===== src/rtl/gmii_tx_arbiter.sv =====
// N-source arbiter/mux for the shared GMII transmit port: grants one requester at a time,
// registers its bytes onto the PHY pins and enforces IFG, grant timeout and oversize marking.
module gmii_tx_arbiter #(
  parameter int unsigned NUM_CH          = 4,
  parameter int unsigned ARB_MODE        = 0,
  parameter int unsigned IFG_CYCLES      = 12,
  parameter int unsigned GRANT_TIMEOUT   = 64,
  parameter int unsigned MAX_FRAME_BYTES = 1530,
  localparam int unsigned GW             = (NUM_CH > 1) ? $clog2(NUM_CH) : 1
) (
  input  logic                  i_gmii_clk,
  input  logic                  i_sys_rst,
  input  logic [NUM_CH-1:0]     i_req,
  output logic [NUM_CH-1:0]     o_valid,
  input  logic [NUM_CH-1:0]     i_dv,
  input  logic [8*NUM_CH-1:0]   i_data,
  output logic                  o_gmii_tx_en,
  output logic                  o_gmii_tx_er,
  output logic [7:0]            o_gmii_tx_data,
  output logic                  o_tx_busy,
  output logic [GW-1:0]         o_grant_id,
  output logic                  o_frame_done,
  output logic                  o_timeout
);

  typedef enum logic [1:0] {StIdle, StWaitSof, StXmit, StGap} state_e;

  state_e            state_q, state_d;
  logic [NUM_CH-1:0] valid_q, valid_d;
  logic [GW-1:0]     grant_q, grant_d;
  logic [GW-1:0]     ptr_q, ptr_d, ptr_nxt;
  logic [GW-1:0]     win;
  logic              win_found;
  logic [15:0]       cnt_q, cnt_d;
  logic [15:0]       bytes_q, bytes_d, bytes_inc;
  logic              tx_en_q, tx_en_d, tx_er_q, tx_er_d;
  logic [7:0]        tx_data_q, tx_data_d;
  logic              done_q, done_d, tmo_q, tmo_d;
  logic              dv_g;
  logic [7:0]        data_g;

  assign dv_g      = i_dv[grant_q];
  assign data_g    = i_data[{grant_q, 3'b000} +: 8];
  assign bytes_inc = (bytes_q == 16'hFFFF) ? bytes_q : bytes_q + 16'd1;
  assign ptr_nxt   = (32'(grant_q) == NUM_CH - 1) ? '0 : grant_q + GW'(1);

  // Scan from the pointer (always 0 in fixed-priority mode); first hit wins.
  always_comb begin
    int unsigned idx;
    logic [GW-1:0] idx_w;
    win       = '0;
    win_found = 1'b0;
    idx       = 0;
    idx_w     = '0;
    for (int unsigned k = 0; k < NUM_CH; k++) begin
      idx = ((ARB_MODE != 0) ? 32'(ptr_q) : 32'd0) + k;
      if (idx >= NUM_CH) idx = idx - NUM_CH;
      idx_w = GW'(idx);
      if (!win_found && i_req[idx_w]) begin
        win_found = 1'b1;
        win       = idx_w;
      end
    end
  end

  always_comb begin
    state_d   = state_q;
    valid_d   = valid_q;
    grant_d   = grant_q;
    ptr_d     = ptr_q;
    cnt_d     = cnt_q;
    bytes_d   = bytes_q;
    tx_en_d   = 1'b0;
    tx_er_d   = 1'b0;
    tx_data_d = '0;
    done_d    = 1'b0;
    tmo_d     = 1'b0;
    unique case (state_q)
      StIdle: begin
        if (|i_req) begin
          valid_d      = '0;
          valid_d[win] = 1'b1;
          grant_d      = win;
          cnt_d        = '0;
          bytes_d      = '0;
          state_d      = StWaitSof;
        end
      end
      StWaitSof: begin
        if (dv_g) begin
          tx_en_d   = 1'b1;
          tx_data_d = data_g;
          bytes_d   = 16'd1;
          tx_er_d   = (MAX_FRAME_BYTES == 0);
          state_d   = StXmit;
        end else if (cnt_q == 16'(GRANT_TIMEOUT - 1)) begin
          valid_d = '0;
          tmo_d   = 1'b1;
          cnt_d   = '0;
          state_d = StGap;
          if (ARB_MODE != 0) ptr_d = ptr_nxt;
        end else begin
          cnt_d = cnt_q + 16'd1;
        end
      end
      StXmit: begin
        tx_en_d   = dv_g;
        tx_data_d = data_g;
        if (dv_g) begin
          bytes_d = bytes_inc;
          tx_er_d = (32'(bytes_inc) > MAX_FRAME_BYTES);
        end else begin
          // First dv low ends the frame; any re-rise is ignored until the next grant.
          valid_d = '0;
          done_d  = 1'b1;
          cnt_d   = '0;
          state_d = StGap;
          if (ARB_MODE != 0) ptr_d = ptr_nxt;
        end
      end
      StGap: begin
        if (cnt_q == 16'(IFG_CYCLES - 1)) begin
          cnt_d   = '0;
          state_d = StIdle;
        end else begin
          cnt_d = cnt_q + 16'd1;
        end
      end
      default: state_d = StIdle;
    endcase
  end

  always_ff @(posedge i_gmii_clk or posedge i_sys_rst) begin
    if (i_sys_rst) begin
      state_q   <= StIdle;
      valid_q   <= '0;
      grant_q   <= '0;
      ptr_q     <= '0;
      cnt_q     <= '0;
      bytes_q   <= '0;
      tx_en_q   <= 1'b0;
      tx_er_q   <= 1'b0;
      tx_data_q <= '0;
      done_q    <= 1'b0;
      tmo_q     <= 1'b0;
    end else begin
      state_q   <= state_d;
      valid_q   <= valid_d;
      grant_q   <= grant_d;
      ptr_q     <= ptr_d;
      cnt_q     <= cnt_d;
      bytes_q   <= bytes_d;
      tx_en_q   <= tx_en_d;
      tx_er_q   <= tx_er_d;
      tx_data_q <= tx_data_d;
      done_q    <= done_d;
      tmo_q     <= tmo_d;
    end
  end

  assign o_valid        = valid_q;
  assign o_grant_id     = grant_q;
  assign o_gmii_tx_en   = tx_en_q;
  assign o_gmii_tx_er   = tx_er_q;
  assign o_gmii_tx_data = tx_data_q;
  assign o_frame_done   = done_q;
  assign o_timeout      = tmo_q;
  assign o_tx_busy      = (state_q != StIdle);

endmodule


===== config.mk =====
export PLATFORM = sky130hd
export DESIGN_NAME = gmii_tx_arbiter
export DESIGN_NICKNAME = d
export VERILOG_FILES = /design/src/rtl/gmii_tx_arbiter.sv
export SDC_FILE = /design/constraint.sdc
export NUM_CORES = 1
export LEC_CHECK = 0
export BUFFER_PORTS_ARGS = -buffer_cell sky130_fd_sc_hd__buf_2
export CAP_MARGIN = 10
export CORE_MARGIN = 1.5
export CORE_UTILIZATION = 51
export CTS_CLUSTER_DIAMETER = 80
export DETAILED_ROUTE_END_ITERATION = 12
export GPL_ROUTABILITY_DRIVEN = 0
export GPL_TIMING_DRIVEN = 0
export PLACE_DENSITY = 0.89
export SLEW_MARGIN = 20
export SYNTH_ARGS = -nofsm -noshare
export SYNTH_HDL_FRONTEND = slang
export SYNTH_SLANG_ARGS = --single-unit

===== constraint.sdc =====
create_clock -name i_gmii_clk -period 2.15 [get_ports i_gmii_clk]
set_input_delay 0.215 -clock i_gmii_clk [delete_from_list [all_inputs] [get_ports i_gmii_clk]]
set_output_delay 0.215 -clock i_gmii_clk [all_outputs]
set_load 0.02 [all_outputs]

Word level (Yosys, flattened, before mapping)
Cells that the tools add are included.

storage, ports and cells
  register bits after elaboration = 52
  latch bits = 0
  memory bits (writable) = 0
  memory bits (read-only) = 0
  bits of input ports = 42
  output and inout port bits = 19
  word-level logic and storage cells = 89
  memories kept = 0

operators by class
  add/subtract/negate cells = 2
  $mul = 0
  divide/modulo/power cells = 0
  magnitude comparators = 4
  equality and inequality tests = 14
  shifts and indexed selects = 1
  muxes and demuxes = 42
  bitwise logic cells = 0
  reduce and logical (&&, ||, !) cells = 16

operator list
  cell                                                             count
  2-to-1 mux 16 bit                                                8
  one-hot mux 16 bit (4 select lines)                              1
  one-hot mux 16 bit (3 select lines)                              1
  adder 16 x 1 -> 16 bit, second input constant                    2
  variable part select 32 x 6 -> 8 bit                             1
  == test 16 bit, second input constant                            1
  == test 16 x 4 -> 1 bit, second input constant                   1
  == test 16 x 6 -> 1 bit, second input constant                   1
  greater-than comparator 16 x 11 -> 1 bit, second input constant  1
  2-to-1 mux 4 bit                                                 4
  one-hot mux 8 bit (2 select lines)                               1
  2-to-1 mux 1 bit                                                 14
  2-to-1 mux 2 bit                                                 7
  inequality test 2 bit, second input constant                     7
  one-hot mux 4 bit (3 select lines)                               1
  2-to-1 mux 8 bit                                                 1
  one-hot mux 2 bit (4 select lines)                               1
  AND reduction 4 bit                                              2
  < comparator 2 x 3 -> 1 bit, second input constant               2
  AND reduction 5 bit                                              1
  == test 2 bit, second input constant                             2
  logical AND 1 bit                                                4
  OR reduction 4 bit                                               1
  logical NOT 1 bit                                                3
  other kinds (11)                                                 11

Logic depth before layout (Yosys ltp)
  word-level depth = 16
  depth in mapped cells = 9
  depth with buffers taken out = 8

Worst setup path after synthesis
No wires, ideal clock.

  path kind = register -> register
  start point = reg grant_q[0], in the netlist o_grant_id[0]
  end point = reg bytes_q[6]
  library setup time = 0.125 ns
  arrival = 2.116 ns
  required time = 2.025 ns
  setup slack = -0.090 ns
  stages on the path, launching flop included = 8
  buffers on the path = 2
  period minus slack after synthesis = 2.240 ns
  cells stage by stage = dfrtp_1 > buf_6 > mux4_2 > o221a_2 > and3_1 > buf_2 > a41oi_2 > a21oi_1

on the way
  longest elaborated chain between the ends = 4
  elaborated cells on any way between the ends = 5
  those cells by class = eq/ne: 2; mux: 2; reduce/logical: 1

ends and longest elaborated chain
  element                                     RTL line  text
  start, declared                             30        logic [GW-1:0] grant_q, grant_d;
  start signal, assigned                      149       grant_q <= grant_d;
  binary-select mux 1 bit (select 2 bit) (*)  42        assign dv_g = i_dv[grant_q];
  2-to-1 mux 1 bit (not written as such) (*)  42
  inequality test 2 bit (no line)             n/a
  AND reduction 4 bit (no line) (*)           n/a
  end signal, assigned                        152       bytes_q <= bytes_d;
  end, declared                               35        logic [15:0] bytes_q, bytes_d, bytes_inc;

Mark *: on every way between the ends. The rest lies on a longest branch, timed or not. The select of a mux whose other input is x is not followed.
A chain may end at the register's enable or synchronous reset.

Worst setup path after layout
  start point = reg bytes_q[12]
  end point = reg tx_er_q, in the netlist o_gmii_tx_er

on the way
  longest elaborated chain between the ends = 5
  elaborated cells on any way between the ends = 6
  those cells by class = add/sub: 1; order compare: 1; eq/ne: 1; mux: 3

ends and longest elaborated chain
  element                                                          RTL line  text
  adder 16 x 1 -> 16 bit / == test 16 bit (equally long branches)  44        assign bytes_inc = (bytes_q == 16'hFFFF) ? bytes_q : bytes_q + 16'd1;
  2-to-1 mux 16 bit (*)                                            44
  greater-than comparator 16 x 11 -> 1 bit (*)                     111       tx_er_d = (32'(bytes_inc) > MAX_FRAME_BYTES);
  2-to-1 mux 1 bit (*)                                             109       if (dv_g) begin
  2-to-1 mux 1 bit (*)                                             n/a
  via tx_er_d                                                      36        logic tx_en_q, tx_en_d, tx_er_q, tx_er_d;
  end signal, assigned                                             154       tx_er_q <= tx_er_d;
  end, declared                                                    36

Mark *: on every way through the listed nets, which the timed path passes. The rest lies on a longest branch.

==> flow_summary.ini <==
[timing]
timing.clock.skew_ps = 6.86
period_share_pct = 103
slew-limit-headroom_pct = 56.6
measured_slew_at_the_worst_slew_check_pin_ps = 650
fin_hold_ws_ps = -16.7
finalHoldViolCount = 28
slew_violations = 0
clock.fmax_mhz = 451
setup_viol = 1
final_setup_margin_ps = -66.3
min_period_ps = 2220
tns_ps = -66.3
grt_setup_unrepaired = yes

[finish]
final_layout_size_suffix_gt1_share_pct = 35.8
diodes = 0
finalNonFillerCells = 519
finish.instance_area_mm2 = 0.00421
flow.area_growth_from_synthesis_pct = 28.8
mostFrequentLayoutCell = buf_2
final_util_pct = 69.4
nets = 491
filler_cell_count = 421
final_cell_mix = buf_2 (63), dfrtp_1 (45), buf_4 (35)

[global_routing]
overflow = 0
antenna_found_initial = 0
grt_pass1_wl_mm = 14.5
first_global_vias = 3162
gr-usage-all-layers_pct = 25.6
maximum_number_of_pins_on_one_net_before_global_route_repair = 30

[status]
failed_checks = hold timing, setup timing
status = complete, but fails checks

[power]
power.ir.vdd_worst_v = 0.00105
static-leakage-power_nw = 1.99
power_per_cell_area_mw_per_mm2 = 1080

[setup_path]
worst_ep_required_time_ps = 2340
rr_endpoint = o_gmii_tx_er$_DFF_PP0_
crit_end = o_gmii_tx_er$_DFF_PP0_
cp-startpoint = bytes_q[12]$_DFFE_PP0P_
regToRegSetupSlack_ps = -70
crit_path_cell_trace = nand4_1 > buf_4 > nor4_4 > o31a_1 > o21ai_1 > or4_1 > o311a_1
critical_path.startpoint_type = register
end_kind = register
cp_slowest_stage_delay_ps = 460
timing.rr.start = bytes_q[12]$_DFFE_PP0P_
timing.setup.critical_path_class = register to register
worst-path-max-fanout = 7
reg2reg_depth = 7
worst_path_max_delay_cell = dfrtp_2
arrival_ps = 2410

[clock_tree]
cts_made_buffers = 5
cts.sinks = 52
insertion_delay_ps = 310
clockRootBuffer = clkbuf_8
ctsHoldBuffers = 0
tritoncts_clock_tree = built
clock_path_buffers = 2
worst_setup_hold_path_clk_slew_ps = 90
htree_levels = 2

[detailed_routing]
detail-route-antenna-nets = 0
drcViolationCount = 0
num_vias = 3252
wirelength_mm = 9.47
detailedRoute.firstPassIterationCount = 5
first_iter_violations = 341
routedWlPerCell_um = 18.3
post_drt_via_cell_ratio = 6.27

[synth]
synth-seq-cells = 52
synth.distinct_cells = 57
postSynthNetCount = 397
yosysSeqAreaShare_pct = 39.8
synth_adder_area_share_pct = 2.30
synth.area.mux_share_pct = 8.23
syn_area_per_cell_um2 = 9.36
postSynth.topFlopCell = dfrtp_1
yosysWarnings = 0
synthCells = 349
synthSimpleGateAreaFrac_pct = 24.1
post_synth_xor_area_fraction_pct = 2.41
count_of_flip_flops_with_a_built_in_enable_after_synthesis = 0
synth_compound_gate_area_share_pct = 18.9
synth_area_mm2 = 0.00327
synth-async-reset-ratio_pct = 100
synth_top_family_by_area = simple AND/OR/NAND/NOR gates

[die]
floorplan.rows = 28
initial_util_pct = 53.9
io_pins = 61
fp.dieH_um = 83.0
die_width_um = 83.0
fp.dieArea_mm2 = 0.00689
core_area_mm2 = 0.00606

[placement]
placedInstanceArea_mm2 = 0.00373
place.detailed.instances = 485
half_perimeter_wire_length_after_placement_mm = 6.03
numPortBuffers = 60

[hold_path]
tightest_hold_check_type = input pin to async pin

[job]
maxCapViolations = 0
-- critical path: cells and delay by family (launching register included) --
kind / cells / cell delay, ps
AO/OA/AOI/OAI: 3 / 450
buffers and inverters: 1 / 180
flip-flops: 1 / 460
AND/OR/NAND/NOR: 3 / 1010
-- layer usage --
metal | wire (um) | vias up | share of wire (%) | GRT usage, %
li1 | - | 1486 | - | -
met1 | 3650 | 1545 | 39 | 31.2
met2 | 4820 | 173 | 51 | 44.6
met3 | 648 | 48 | 6.8 | 5.37
met4 | 350 | 0 | 3.7 | 9.39
met5 | 0 | - | 0 | 0
-- worst min-delay path by stage --
stage,startpoint,endpoint,slack (ps),depth (start not counted)
finish,i_sys_rst,cnt_q[11]$_DFFE_PP0P_,-20,2
floorplan,i_req[0],o_valid[0]$_DFFE_PP0P_,450,3
global route,i_sys_rst,cnt_q[11]$_DFFE_PP0P_,40,2
global placement,o_valid[3]$_DFFE_PP0P_,o_valid[3]$_DFFE_PP0P_,470,1
CTS,i_sys_rst,cnt_q[11]$_DFFE_PP0P_,10,2
detailed placement,i_sys_rst,cnt_q[11]$_DFFE_PP0P_,350,2
-- repair_timing --
item,in CTS,in global routing
setup endpoints to repair,36,35
pin swaps,10,11
setup buffers,13,16
resized for setup,24,32
-- cells by family (layout without fill, tap and decap cells) --
logic type | count (synthesis) | count (layout)
and+or+nand+nor | 145 | 145
muxes | 15 | 15
DFF | 52 | 52
AOI/OAI and AO/OA | 93 | 93
buffers and inverters | 29 | 124
adders and majority gates | 6 | 6
xor gates and xnor gates | 9 | 9
-- through the flow --
stage | hold WS (ps) | setup WS (ps) | total power [W]
final | -16.7 | -66.3 | 0.00454
after global routing | 43.6 | -151 | 0.00479
after CTS | 13.2 | -15.6 | 0.00428
after detailed placement | 347 | -203 | 0.00349
after global placement | 468 | -149 | 0.00340
after floorplan | 453 | -8.12 | 0.00291
-- layout make-up --
class | count | area, um^2 | share of cell area (%)
Tap cell | 75 | 93.8 | 2.23
Buffer | 16 | 118 | 2.80
Multi-Input combinational cell | 268 | 2010 | 47.9
Sequential cell | 52 | 1310 | 31.1
Inverter | 10 | 41.3 | 0.982
Clock inverter | 1 | 8.76 | 0.208
Clock buffer | 7 | 76.3 | 1.81
Timing Repair Buffer | 90 | 546 | 13.0
-- state kept, by name (all words and copies together) (netlist names) --
| signal | cells |
|---|---|
| o_frame_done | 1 |
| cnt_q | 16 |
| bytes_q | 16 |
| o_timeout | 1 |
| o_grant_id | 2 |
| o_gmii_tx_data | 8 |
| o_valid | 4 |
| o_gmii_tx_er | 1 |
| o_gmii_tx_en | 1 |
| state_q | 2 |
-- where the power goes --
part	internal (W)	switching [W]	total [W]	leakage [nW]
Clock	0.000233	0.000329	0.000562	0.0424
Sequential	0.00116	0.000103	0.00126	0.697
Combinational	0.00114	0.00157	0.00271	1.25
-- cell usage after synthesis (3+ instances only) --
master    number  area share, %
clkbuf_1       5           0.57
inv_1          9            1.0
nand4b_1       3           0.80
a22o_1         8            2.1
nand4_1        6            1.1
nor2_1        29            3.3
xor2_1         7            1.9
nand2b_1       6            1.1
and3_1        15            2.9
a21oi_1       17            2.6
mux2_1         5            1.7
mux4_2         9            6.2
nor3_1        10            1.5
o21ai_1       11            1.7
or3_1          3           0.57
o21ai_0       25            3.8
o41ai_1        3           0.80
nor4_1         3           0.57
ha_1           6            2.3
or4_1          3           0.69
nand2_1       35            4.0
nand3_1       17            2.6
dfrtp_1       52             40
a31oi_1        4           0.77
a21o_1         5            1.1
and2_1         3           0.57
buf_2         10            1.5
Note: power is estimated with default switching activity, not from simulation.
